===== config.mk =====
export PLATFORM = sky130hd
export DESIGN_NAME = pc_sequencer
export DESIGN_NICKNAME = d
export VERILOG_FILES = /design/src/rtl/pc_sequencer_pkg.sv /design/src/rtl/pc_sequencer_next_calc.sv /design/src/rtl/pc_sequencer.sv
export SDC_FILE = /design/constraint.sdc
export NUM_CORES = 1
export LEC_CHECK = 0
export BUFFER_PORTS_ARGS = -buffer_cell sky130_fd_sc_hd__buf_4
export CORE_MARGIN = 8
export CORE_UTILIZATION = 61
export CTS_BUF_LIST = sky130_fd_sc_hd__clkbuf_4 sky130_fd_sc_hd__clkbuf_8
export DETAILED_ROUTE_END_ITERATION = 10
export GPL_TIMING_DRIVEN = 0
export HOLD_SLACK_MARGIN = 0.05
export PLACE_DENSITY_LB_ADDON = 0.2
export SYNTH_ARGS = -nofsm -noshare
export SYNTH_HDL_FRONTEND = slang
export SYNTH_HIERARCHICAL = 1
export SYNTH_SLANG_ARGS = --single-unit

===== constraint.sdc =====
create_clock -name i_clk -period 9.2 [get_ports i_clk]
set_clock_uncertainty 0.2 [all_clocks]
set_input_delay 0.92 -clock i_clk [delete_from_list [all_inputs] [get_ports i_clk]]
set_output_delay 0.92 -clock i_clk [all_outputs]
set_load 0.02 [all_outputs]

===== src/rtl/pc_sequencer_pkg.sv =====
// Shared encodings for the program-counter sequencer and the control decoder.
package pc_sequencer_pkg;

    localparam logic [1:0] PCSEL_SEQ  = 2'b00;
    localparam logic [1:0] PCSEL_BR   = 2'b01;
    localparam logic [1:0] PCSEL_JALR = 2'b10;
    localparam logic [1:0] PCSEL_TRAP = 2'b11;

    typedef enum logic {
        ST_RUN  = 1'b0,
        ST_TRAP = 1'b1
    } state_e;

endpackage


===== src/rtl/pc_sequencer_next_calc.sv =====
// Next-PC target adder/mux with misaligned-target detection.
module pc_next_calc
    import pc_sequencer_pkg::*;
#(
    parameter int XLEN = 32
) (
    input  logic [XLEN-1:0] i_pc,
    input  logic [1:0]      i_pc_sel,
    input  logic [XLEN-1:0] i_imm,
    input  logic [XLEN-1:0] i_rs1,
    output logic [XLEN-1:0] o_target,
    output logic            o_misaligned
);

    logic [XLEN-1:0] w_jalr_sum;

    assign w_jalr_sum = i_rs1 + i_imm;

    // Select the redirect target; the trap encoding has no meaningful target.
    always_comb begin
        o_target     = i_pc + XLEN'(3'd4);
        o_misaligned = 1'b0;
        case (i_pc_sel)
            PCSEL_SEQ: begin
                o_target = i_pc + XLEN'(3'd4);
            end
            PCSEL_BR: begin
                o_target = i_pc + i_imm;
            end
            PCSEL_JALR: begin
                o_target = {w_jalr_sum[XLEN-1:1], 1'b0};
            end
            default: begin
                o_target = i_pc + XLEN'(3'd4);
            end
        endcase
        if (i_pc_sel != PCSEL_TRAP) begin
            o_misaligned = (o_target[1:0] != 2'b00);
        end else begin
            o_misaligned = 1'b0;
        end
    end

endmodule


===== src/rtl/pc_sequencer.sv =====
// Program-counter sequencer: redirect, stall, trap entry with EPC capture, and cycle/instret counters.
module pc_sequencer
    import pc_sequencer_pkg::*;
#(
    parameter int              XLEN         = 32,
    parameter int              ADDR_WIDTH   = 8,
    parameter int              CNT_WIDTH    = 32,
    parameter logic [XLEN-1:0] RESET_VECTOR = 32'h0000_0000,
    parameter logic [XLEN-1:0] TRAP_VECTOR  = 32'h0000_0080
) (
    input  logic                  i_clk,
    input  logic                  i_rst,
    input  logic                  i_stall,
    input  logic [1:0]            i_pc_sel,
    input  logic [XLEN-1:0]       i_imm,
    input  logic [XLEN-1:0]       i_rs1,
    output logic [XLEN-1:0]       o_pc,
    output logic [XLEN-1:0]       o_pc_plus4,
    output logic [ADDR_WIDTH-1:0] o_imem_addr,
    output logic                  o_fetch_valid,
    output logic                  o_trap,
    output logic [XLEN-1:0]       o_epc,
    output logic [CNT_WIDTH-1:0]  o_cycle_cnt,
    output logic [CNT_WIDTH-1:0]  o_instret_cnt
);

    state_e                r_state;
    logic [XLEN-1:0]       r_pc;
    logic [XLEN-1:0]       r_epc;
    logic                  r_trap;
    logic                  r_fetch_valid;
    logic [CNT_WIDTH-1:0]  r_cycle_cnt;
    logic [CNT_WIDTH-1:0]  r_instret_cnt;

    state_e                w_state_nxt;
    logic [XLEN-1:0]       w_pc_nxt;
    logic [XLEN-1:0]       w_epc_nxt;
    logic [XLEN-1:0]       w_target;
    logic                  w_misaligned;
    logic                  w_take_trap;
    logic                  w_retire;

    pc_next_calc #(.XLEN(XLEN)) u_next_calc (
        .i_pc         (r_pc),
        .i_pc_sel     (i_pc_sel),
        .i_imm        (i_imm),
        .i_rs1        (i_rs1),
        .o_target     (w_target),
        .o_misaligned (w_misaligned)
    );

    // Stall masks both explicit traps and misalignment.
    assign w_take_trap = (r_state == ST_RUN) && !i_stall &&
                         ((i_pc_sel == PCSEL_TRAP) || w_misaligned);
    assign w_retire    = (r_state == ST_RUN) && r_fetch_valid && !i_stall && !w_take_trap;

    // Next-state, next-PC and EPC selection.
    always_comb begin
        w_state_nxt = r_state;
        w_pc_nxt    = r_pc;
        w_epc_nxt   = r_epc;
        case (r_state)
            ST_RUN: begin
                if (i_stall) begin
                    w_state_nxt = ST_RUN;
                end else if (w_take_trap) begin
                    w_state_nxt = ST_TRAP;
                    w_pc_nxt    = TRAP_VECTOR;
                    w_epc_nxt   = r_pc;
                end else begin
                    w_pc_nxt    = w_target;
                end
            end
            ST_TRAP: begin
                w_state_nxt = ST_RUN;
            end
            default: begin
                w_state_nxt = ST_RUN;
            end
        endcase
    end

    // State, PC, status and counter registers.
    always_ff @(posedge i_clk) begin
        if (!i_rst) begin
            r_state       <= ST_RUN;
            r_pc          <= RESET_VECTOR;
            r_epc         <= '0;
            r_trap        <= 1'b0;
            r_fetch_valid <= 1'b1;
            r_cycle_cnt   <= '0;
            r_instret_cnt <= '0;
        end else begin
            r_state       <= w_state_nxt;
            r_pc          <= w_pc_nxt;
            r_epc         <= w_epc_nxt;
            r_trap        <= (w_state_nxt == ST_TRAP);
            r_fetch_valid <= (w_state_nxt == ST_RUN);
            r_cycle_cnt   <= r_cycle_cnt + CNT_WIDTH'(1'b1);
            if (w_retire) begin
                r_instret_cnt <= r_instret_cnt + CNT_WIDTH'(1'b1);
            end else begin
                r_instret_cnt <= r_instret_cnt;
            end
        end
    end

    assign o_pc          = r_pc;
    assign o_pc_plus4    = r_pc + XLEN'(3'd4);
    assign o_imem_addr   = r_pc[ADDR_WIDTH+1:2];
    assign o_fetch_valid = r_fetch_valid;
    assign o_trap        = r_trap;
    assign o_epc         = r_epc;
    assign o_cycle_cnt   = r_cycle_cnt;
    assign o_instret_cnt = r_instret_cnt;

endmodule


==> results.md, run 1 <==
- Post-Syn Nets: 1516
- Post-synthesis async set-or-reset flop share: 0%
- Placed cells: 1835
- Initial antenna violation count: 0
- DRC Markers: 0
- Post-CTS Setup Bufs: 0
- Ant diodes: 0
- Setup ws final: 4.76 ns
- Multi-input logic area: 0.00723 mm²
- Row Count: 47
- H-tree levels: 4
- Sequential fraction of the synthesis area: 25.2%
- Slew margin rel.: 40.7%
- Mapped cell area: 0.0103 mm²
- Worst vdd ir: 0.0967 mV
- Worst r2r src: o_pc[0]$_SDFFE_PN0P_
- Power Dens Cells: 118 mW/mm²
- # hold bufs at CTS: 0
- Min Clock Period, post-route: 4.44 ns
- Reg area: 0.00260 mm²
- Pins Over Slew Limit: 0
- Ys flop type: dfxtp_1
- DR pass1 iterations: 5
- Clock Tree Buf Depth: 2
- Core box area: 0.0166 mm²
- CTS sink cnt: 130
- Setup-failing EPs final: 0
- Fill cell count: 1284
- Yosys warns: 6
- Commonest cells post-synth: nand2_1, a21oi_1, dfxtp_1, xnor2_1, ha_1
- Post-Layout Cell Count: 1867
- Top cell type's share of synthesized area: 25.2%
- Total Power: 1.51 mW
- R2R Setup Slk: 4.99 ns
- CTS Buf Count: 17
- Crit path DAT: 4.54 ns
- Post-cts sizing count: 0
- Antenna-violating nets left: 0
- Total GRT Usage: 30.4%
- Hold Crit Depth: 2
- FF+latch count, synth: 130
- Vias in the first global route: 11.0k
- Area grow syn2layout: 23.4%
- Via count: 11.6k
- DR iter-0 viols: 1032
- IO Pins: 239
- Synthesized instance count: 1377
- Clock-pin slew on the worst setup and hold paths: 0.07 ns
- HP Class: reg -> reg
- Synth Area per Inst: 7.51 µm²
- Critical path endpoint category: flip-flop
- Clock Latency Late Sink: 0.44 ns
- Largest net degree at the start of global routing: 17
- Status: completed
- Setup TNS: 0 ns
- Total grt overflow: 0
- Starting Density: 62.4%
- Worst Setup SP: i_pc_sel[0]
- Avg Vias per Cell: 6.24
- Placer Congestion: 0.924
- Root Driver: clkbuf_8
- Die X: 146 µm
- Worst Setup EP: o_instret_cnt[29]$_SDFFE_PN0P_
- DRT Wirelength: 34.2 mm
- Reg2reg path depth: 13
- Routed WL per cell: 18.3 µm
- Reg2reg end: o_instret_cnt[29]$_SDFFE_PN0P_
- CP Launch Type: input pin
- Most numerous cell in the Yosys netlist: nand2_1
- Worst-Margin Slew: 0.882 ns
- Post-layout nets: 1773
- Hpwl dp: 26.5 mm
- Top cells by area, synth: dfxtp_1, a21oi_1, nand2_1
- Crit path required time: 9.30 ns
- Setup WS pre-CTS: 4.48 ns
- Post-synthesis cell type count: 72
- Final hold vios: 0
- Type of the worst setup path: in -> reg
- Die Ht: 146 µm
- First-pass GRT wire length: 54.9 mm
- Period utilization: 48.2%
- Die ar.: 0.0214 mm²
- Largest area contributor in the synthesized netlist: dfxtp_1
- Post-synth EDFFs: 0
- Leakage: 5.38 nW
- Max cap viols: 0
- Share of cells above drive strength 1: 19.1%
- Critical path peak fanout: 10
- CTS tree: done
- Unrepaired setup endpoints after global routing: false
- Achievable frequency: 0.225 GHz
- # port buffers: 238
[sequential cells by signal, indices dropped and copies added, names as in the netlist]
name and flops:
o_epc 32, o_instret_cnt 32, o_cycle_cnt 32, o_trap 1
o_pc 32, o_fetch_valid 1
[final cells by class]
| type | count | area share (%) |
|---|---|---|
| Timing Repair Buffer | 238 | 14.0 |
| Sequential cell | 130 | 20.4 |
| Clock inverter | 9 | 0.441 |
| Tap cell | 220 | 2.16 |
| Clock buffer | 23 | 2.38 |
| Multi-Input combinational cell | 1133 | 56.6 |
| Buffer | 82 | 3.08 |
| Inverter | 32 | 0.941 |
[cell families (layout without fill, tap and decap cells)]
kind of cell	after synthesis	after routing	synth area share [%]
and+or+nand+nor	538	538	25.9
adders and majority gates	70	70	8.61
xor gates and xnor gates	132	132	11.2
DFF	130	130	25.2
AOI/OAI and AO/OA	386	386	23.5
buffers and inverters	114	384	4.96
muxes	7	7	0.678
[report_power, final]
part	total, mW	switching, mW	internal [mW]
combinational	0.457	0.274	0.183
sequential	0.608	0.0319	0.576
clock	0.443	0.225	0.219
[per-layer routing]
metal | track usage, % | part of all wire [%] | up-vias
met3 | 7.39 | 9.2 | 102
met2 | 49.5 | 46 | 623
li1 | - | - | 5513
met4 | 13.1 | 3.6 | 0
met5 | 0 | 0 | -
met1 | 37.5 | 41 | 5406
[metrics by stage]
| step | cell area, µm² | hold WS (ns) | util [%] |
|---|---|---|---|
| after global placement | 12400 | 0.244 | 74.8 |
| after global routing | 12800 | 0.272 | 77.0 |
| after detailed placement | 12400 | 0.247 | 74.8 |
| after CTS | 12800 | 0.257 | 77.0 |
| final | 12800 | 0.255 | 77.0 |
| after floorplan | 10300 | 0.330 | - |
[cells in the final DEF, fill, tap and decap left out, types with 8 or more instances in the layout]
cell and count:
a221oi_1 18, o31ai_1 20, nand2b_1 23, nor3_1 16
xor2_1 56, ha_1 68, nand4_1 42, o21ai_0 49
nor4_1 9, or3_1 14, and4_1 20, buf_4 249
or4_1 16, a21o_1 30, a22oi_1 10, nor2b_1 9
o311ai_0 8, and3_1 18, o211ai_1 9, xnor2_1 76
a31oi_1 8, clkbuf_8 24, clkbuf_1 55, o41ai_1 9
nand2_1 227, dfxtp_1 130, inv_1 31, nor2_1 65
nand3_1 53, a21oi_1 178
[how the worst min path moves through the flow]
stage                                 to                       from
2_1_floorplan  o_cycle_cnt[0]$_SDFF_PN0_  o_cycle_cnt[0]$_SDFF_PN0_
3_3_place_gp       o_epc[8]$_SDFFE_PN0P_      o_epc[8]$_SDFFE_PN0P_
3_5_place_dp      o_epc[20]$_SDFFE_PN0P_     o_epc[20]$_SDFFE_PN0P_
4_1_cts           o_epc[19]$_SDFFE_PN0P_     o_epc[19]$_SDFFE_PN0P_
5_1_grt           o_epc[20]$_SDFFE_PN0P_     o_epc[20]$_SDFFE_PN0P_
6_report          o_epc[16]$_SDFFE_PN0P_     o_epc[16]$_SDFFE_PN0P_
[worst max-delay path, stage by stage]
cell      delay, ns
buf_4          0.11
inv_1          0.04
ha_1           0.26
clkbuf_1       0.35
clkbuf_1       0.47
a21oi_1        0.19
o21ba_2        0.23
a21oi_1        0.53
clkbuf_1       0.50
nand4_1        0.19
clkbuf_1       0.25
o311ai_0       0.37
o41ai_1        0.13
(Power assumes the default switching activity.)
==> inputs of run 2 (changes only) <==
Settings changed: CORE_UTILIZATION 61 to 57.
Clock period 9.2 ns to 4.14 ns, I/O delays scaled along.
==> run 2 against run 1 <==
Compared with the run above:
- sequential cell count is the same
- combinational power grew 120%
- non-clock buffer count grew 1
- hold slack lost 0.12 ns
- setup slack lost 4.4 ns
- critical path type is now reg -> reg
==> results.md, run 2 (synthesized netlist as in run 1, its figures left out) <==
- Status: completed (unchanged)
- CTS tree: done (unchanged)
- Post-layout nets: 1774 (was 1773)
- Comb pwr share: 29.1% (was 30.3%)
- Slew margin rel.: 45.5% (was 40.7%)
- Reg area: 0.00260 mm² (unchanged)
- Leakage: 5.42 nW (was 5.38 nW)
- Final Cell Area: 0.0128 mm² (about the same)
- First-pass GRT wire length: 53.9 mm (was 54.9 mm)
- Multi-input logic area: 0.00724 mm² (was 0.00723 mm²)
- Root Driver: clkbuf_8 (unchanged)
- Int Power: 2.31 mW (was 0.978 mW)
- Starting Density: 57.8% (was 62.4%)
- Ant diodes: 0 (unchanged)
- Worst-Margin Slew: 0.811 ns (was 0.882 ns)
- Fill cell count: 1517 (was 1284)
- CTS Buf Count: 17 (unchanged)
- Min Clock Period, post-route: 3.77 ns
- Share of cells above drive strength 1: 19.2% (was 19.1%)
- Setup WS pre-CTS: -0.159 ns (was 4.48 ns)
- Clock Tree Buf Depth: 2 (unchanged)
- CP Launch Type: flip-flop (was input pin)
- Core box area: 0.0179 mm² (was 0.0166 mm²)
- Setup-failing EPs final: 0 (unchanged)
- Final hold vios: 0 (unchanged)
- Die Ht: 151 µm (was 146 µm)
- Vias in the first global route: 10.7k (was 11.0k)
- Area grow syn2layout: 24.2% (was 23.4%)
- Hold_ws: 0.140 ns (was 0.255 ns)
- Post-CTS Setup Bufs: 0 (unchanged)
- Switching share of power: 33.7% (was 35.2%)
- Worst vdd ir: 0.266 mV (was 0.0967 mV)
- Hold Crit Depth: 4 (was 2)
- Cells along the critical path: ha_1, inv_1, fa_1, inv_1, a221oi_1, a21oi_1, o21ba_2, a21oi_4, clkbuf_2, nand4_1, clkbuf_1, o311ai_0, o41ai_1 (was buf_4, inv_1, ha_1, clkbuf_1, clkbuf_1, a21oi_1, o21ba_2, a21oi_1, clkbuf_1, nand4_1, clkbuf_1, o311ai_0, o41ai_1)
- IO Pins: 239 (unchanged)
- P_sw: 1.17 mW (was 0.531 mW)
- Critical path depth: 13 (unchanged)
- Placer Congestion: 0.925 (was 0.924)
- Total GRT Usage: 29.1% (was 30.4%)
- Max cap viols: 0 (unchanged)
- Hpwl dp: 26.6 mm (was 26.5 mm)
- Critical path endpoint category: flip-flop (unchanged)
- Die X: 151 µm (was 146 µm)
- Crit path required time: 4.25 ns (was 9.30 ns)
- Most frequent cells in the layout: buf_4, nand2_1, a21oi_1, dfxtp_1, xnor2_1 (unchanged)
- Routed WL per cell: 18.2 µm (was 18.3 µm)
- Row Count: 49 (was 47)
- Clock-pin slew on the worst setup and hold paths: 0.08 ns (was 0.07 ns)
- Crit path DAT: 3.89 ns (was 4.54 ns)
- Period utilization: 91.2%
- H-tree levels: 4 (unchanged)
- Clock power share: 32.1% (was 29.4%)
- Via count: 11.4k (was 11.6k)
- Placement Cell Area: 0.0124 mm² (about the same)
- Critical path peak fanout: 10 (unchanged)
- Largest net degree at the start of global routing: 17 (unchanged)
- Initial antenna violation count: 0 (unchanged)
- Pins Over Slew Limit: 0 (unchanged)
- Clock Latency Late Sink: 0.44 ns (about the same)
- Total grt overflow: 0 (unchanged)
- Family with the most delay on the worst path: compound AO/OA/AOI/OAI gates (was buffers and inverters)
- DRT Wirelength: 34.2 mm (about the same)
- Die ar.: 0.0227 mm² (was 0.0214 mm²)
- Buf/Inv on CP: 4 (was 6)
- DR pass1 iterations: 7 (was 5)
- Reg2reg path depth: 13 (unchanged)
- Setup ws final: 0.365 ns (was 4.76 ns)
- Most common cell on crit path: inv_1 (was clkbuf_1)
- Avg Vias per Cell: 6.06 (was 6.24)
- DR iter-0 viols: 940 (was 1032)
- Achievable frequency: 0.265 GHz
- Type of the worst setup path: reg -> reg (was in -> reg)
- Critical path's slowest cell: fa_1 (was a21oi_1)
- Setup TNS: 0 ns (unchanged)
- Antenna-violating nets left: 0 (unchanged)
- CTS sink cnt: 130 (unchanged)
- DRC Markers: 0 (unchanged)
- Commonest non-fill, non-tap cell in the layout: buf_4 (unchanged)
- # port buffers: 238 (unchanged)
- Power Dens Cells: 272 mW/mm² (was 118 mW/mm²)
- Unrepaired setup endpoints after global routing: false (unchanged)
- CP max stage delay: 0.48 ns (was 0.53 ns)
- HP Class: in -> reg (was reg -> reg)
- Flop pwr share: 38.8% (was 40.3%)
[run 2: layer usage]
metal | share of wire, % | up-vias | wire, µm | global-route usage, %
met5 | 0 | - | 0 | 0
met4 | 2.8 | 0 | 954 | 10.2
met3 | 8.4 | 79 | 2870 | 5.89
met2 | 47 | 482 | 15900 | 48.3
met1 | 42 | 5306 | 14400 | 36.8
li1 | - | 5514 | - | -
[run 2: path summary, 6_finish.rpt]
| path | startpoint | endpoint | slack [ns] |
|---|---|---|---|
| worst max-delay path | o_pc[0]$_SDFFE_PN0P_ | o_instret_cnt[29]$_SDFFE_PN0P_ | 0.37 |
| worst max register to register | o_pc[0]$_SDFFE_PN0P_ | o_instret_cnt[29]$_SDFFE_PN0P_ | 0.37 |
| worst min register to register | o_epc[6]$_SDFFE_PN0P_ | o_epc[6]$_SDFFE_PN0P_ | 0.25 |
| worst min-delay path | i_stall | o_instret_cnt[1]$_SDFFE_PN0P_ | 0.14 |
[run 2: layout make-up]
cell class,count,area share (%)
buffer,82,3.07
clock buffer,21,2.10
clock inverter,11,1.06
inverter,32,0.935
multi-input combinational,1133,56.4
sequential,130,20.3
tap,229,2.23
timing repair buffer,239,14.0
[run 2: power by group through the flow]
| stage | combinational [mW] | sequential (mW) | clock (mW) |
|---|---|---|---|
| detailed placement | 0.993 | 1.38 | 0 |
| finish | 1.02 | 1.35 | 1.12 |
| floorplan | 0.639 | 1.39 | 0 |
| CTS | 1.00 | 1.35 | 1.13 |
| global placement | 0.980 | 1.38 | 0 |
| global route | 1.11 | 1.36 | 1.19 |
[run 2: metrics by stage]
| stage | instances | power (mW) | utilization (%) |
|---|---|---|---|
| floorplan | 1377 | 2.03 | - |
| global placement | 1844 | 2.36 | 69.4 |
| detailed placement | 1844 | 2.37 | 69.4 |
| finish | 1877 | 3.49 | 71.8 |
| global route | 1877 | 3.65 | 71.8 |
| CTS | 1877 | 3.48 | 71.7 |
[run 2: tightest hold or removal path, stage by stage]
cell,delay (ns)
buf_4,0.11
nor3b_4,0.07
nand3_1,0.08
a21oi_1,0.06
[run 2: what timing repair did]
item,CTS,global route
resized for setup,1,3
hold buffers,1,0
pin swaps,0,0
setup endpoints to repair,4,15
endpoints found under the hold margin,1,0
==> inputs of run 3 (changes only) <==
Settings changed: RECOVER_POWER set to 50.
==> run 3 against run 2 <==
Compared with the run above:
- sequential cell count stayed put
- maximum frequency rose by 0.43%
- setup slack better by 0.016 ns
- non-clock buffer count unchanged
- via count grew 0.52%
- critical endpoint unchanged
- highest routed layer unchanged
==> results.md, run 3 (synthesized netlist as in run 1, its figures left out) <==
- Status: completed (unchanged)
- Slew margin rel.: 46.0% (was 45.5%)
- Reg area: 0.00260 mm² (unchanged)
- Multi-input logic area: 0.00723 mm² (was 0.00724 mm²)
- Achievable frequency: 0.266 GHz (was 0.265 GHz)
- Hold_ws: 0.145 ns (was 0.140 ns)
- Worst-Margin Slew: 0.803 ns (was 0.811 ns)
- Via count: 11.4k (about the same)
- Hpwl dp: 26.6 mm (unchanged)
- Placement Cell Area: 0.0124 mm² (unchanged)
- HP Class: in -> reg (unchanged)
- CTS tree: done (unchanged)
- Min Clock Period, post-route: 3.76 ns (was 3.77 ns)
- Clock-pin slew on the worst setup and hold paths: 0.08 ns (about the same)
- Vias in the first global route: 10.7k (unchanged)
- IO Pins: 239 (unchanged)
- Share of cells above drive strength 1: 11.0% (was 19.2%)
- Starting Density: 57.8% (unchanged)
- Post-layout nets: 1774 (unchanged)
- Initial antenna violation count: 0 (unchanged)
- Area grow syn2layout: 19.3% (was 24.2%)
- CTS Buf Count: 17 (unchanged)
- Crit path DAT: 3.87 ns (was 3.89 ns)
- Root Driver: clkbuf_8 (unchanged)
- First-pass GRT wire length: 53.9 mm (unchanged)
- Period utilization: 90.8% (was 91.2%)
- CTS sink cnt: 130 (unchanged)
- Placer Congestion: 0.925 (unchanged)
- Ant diodes: 0 (unchanged)
- Clock Latency Late Sink: 0.45 ns (was 0.44 ns)
- Commonest non-fill, non-tap cell in the layout: nand2_1 (was buf_4)
- Final Cell Area: 0.0123 mm² (was 0.0128 mm²)
- Type of the worst setup path: reg -> reg (unchanged)
- Avg Vias per Cell: 6.09 (was 6.06)
- Post-Layout Cell Count: 1877 (unchanged)
- Critical path endpoint category: flip-flop (unchanged)
- Unrepaired setup endpoints after global routing: false (unchanged)
- DRT Wirelength: 34.2 mm (about the same)
- Antenna-violating nets left: 0 (unchanged)
- Die ar.: 0.0227 mm² (unchanged)
- Crit path required time: 4.25 ns (about the same)
- Die Ht: 151 µm (unchanged)
- H-tree levels: 4 (unchanged)
- Core box area: 0.0179 mm² (unchanged)
- Power Dens Cells: 281 mW/mm² (was 272 mW/mm²)
- DRC Markers: 0 (unchanged)
- Setup-failing EPs final: 0 (unchanged)
- Total GRT Usage: 29.1% (unchanged)
- Total grt overflow: 0 (unchanged)
- Clock Tree Buf Depth: 2 (unchanged)
- Worst vdd ir: 0.266 mV (about the same)
- Most frequent cells in the layout: nand2_1, clkbuf_1, a21oi_1, dfxtp_1, buf_4 (was buf_4, nand2_1, a21oi_1, dfxtp_1, xnor2_1)
- Fill cell count: 1678 (was 1517)
- Routed WL per cell: 18.2 µm (about the same)
- Largest net degree at the start of global routing: 17 (unchanged)
- Row Count: 49 (unchanged)
- Post-CTS Setup Bufs: 0 (unchanged)
- Critical path peak fanout: 10 (unchanged)
- DR iter-0 viols: 938 (was 940)
- Pins Over Slew Limit: 0 (unchanged)
- Final hold vios: 0 (unchanged)
- Placed cells: 1844 (unchanged)
- # port buffers: 238 (unchanged)
- Die X: 151 µm (unchanged)
- CP Launch Type: flip-flop (unchanged)
- DR pass1 iterations: 6 (was 7)
- Leakage: 4.85 nW (was 5.42 nW)
- Max cap viols: 0 (unchanged)
run 3: power breakdown:
part,internal (mW),total (mW),switching (mW)
logic,0.383,0.990,0.607
registers,1.28,1.35,0.0708
clock network,0.625,1.12,0.495
total,2.29,3.46,1.17
run 3: routing by layer:
metal  global-route usage, %  vias up  part of all wire [%]  routed length (µm)
met5                       0        -                     0                   0
met4                    10.2        0                   3.0                1010
met3                    5.89       83                   8.8                3020
met2                    48.3      535                    46               15900
met1                    36.8     5311                    42               14300
li1                        -     5511                     -                   -
run 3: worst paths after layout:
path / startpoint / endpoint / slack (ns) / depth (start not counted)
max: o_pc[0]$_SDFFE_PN0P_ / o_instret_cnt[29]$_SDFFE_PN0P_ / 0.38 / 13
min: i_stall / o_instret_cnt[1]$_SDFFE_PN0P_ / 0.15 / 4
max reg2reg: o_pc[0]$_SDFFE_PN0P_ / o_instret_cnt[29]$_SDFFE_PN0P_ / 0.38 / 13
min reg2reg: o_epc[6]$_SDFFE_PN0P_ / o_epc[6]$_SDFFE_PN0P_ / 0.25 / 2
run 3: layout make-up:
cell class	count	area share, %
clock inverter	11	1.11
sequential	130	21.1
tap	229	2.32
clock buffer	21	2.19
multi-input combinational	1133	58.6
buffer	82	3.13
timing repair buffer	239	10.5
inverter	32	0.974
run 3: stage by stage:
| step | power [mW] | util [%] | worst slack (ns) | TNS [ns] |
|---|---|---|---|---|
| final | 3.46 | 68.9 | 0.382 | 0 |
| after floorplan | 2.03 | - | 0.837 | 0 |
| after global routing | 3.63 | 68.9 | 0.0585 | 0 |
| after CTS | 3.48 | 71.7 | 0.169 | 0 |
| after detailed placement | 2.37 | 69.4 | -0.159 | -0.662 |
| after global placement | 2.36 | 69.4 | -0.0245 | -0.0814 |
run 3: repair_timing:
item | 4_1_cts | 5_1_grt
cloned | 0 | 0
pin swaps | 0 | 0
resized for setup | 1 | 3
hold endpoints to repair | 1 | 0
setup endpoints to repair | 4 | 15
hold buffers | 1 | 0
run 3: worst max-delay path, stage by stage (launching register included):
cell,delay [ns]
dfxtp_1,0.46
ha_1,0.26
inv_1,0.07
fa_1,0.49
inv_1,0.05
a221oi_1,0.23
a21oi_1,0.11
o21ba_2,0.25
a21oi_4,0.24
clkbuf_2,0.32
nand4_1,0.16
clkbuf_1,0.26
o311ai_0,0.40
o41ai_1,0.14
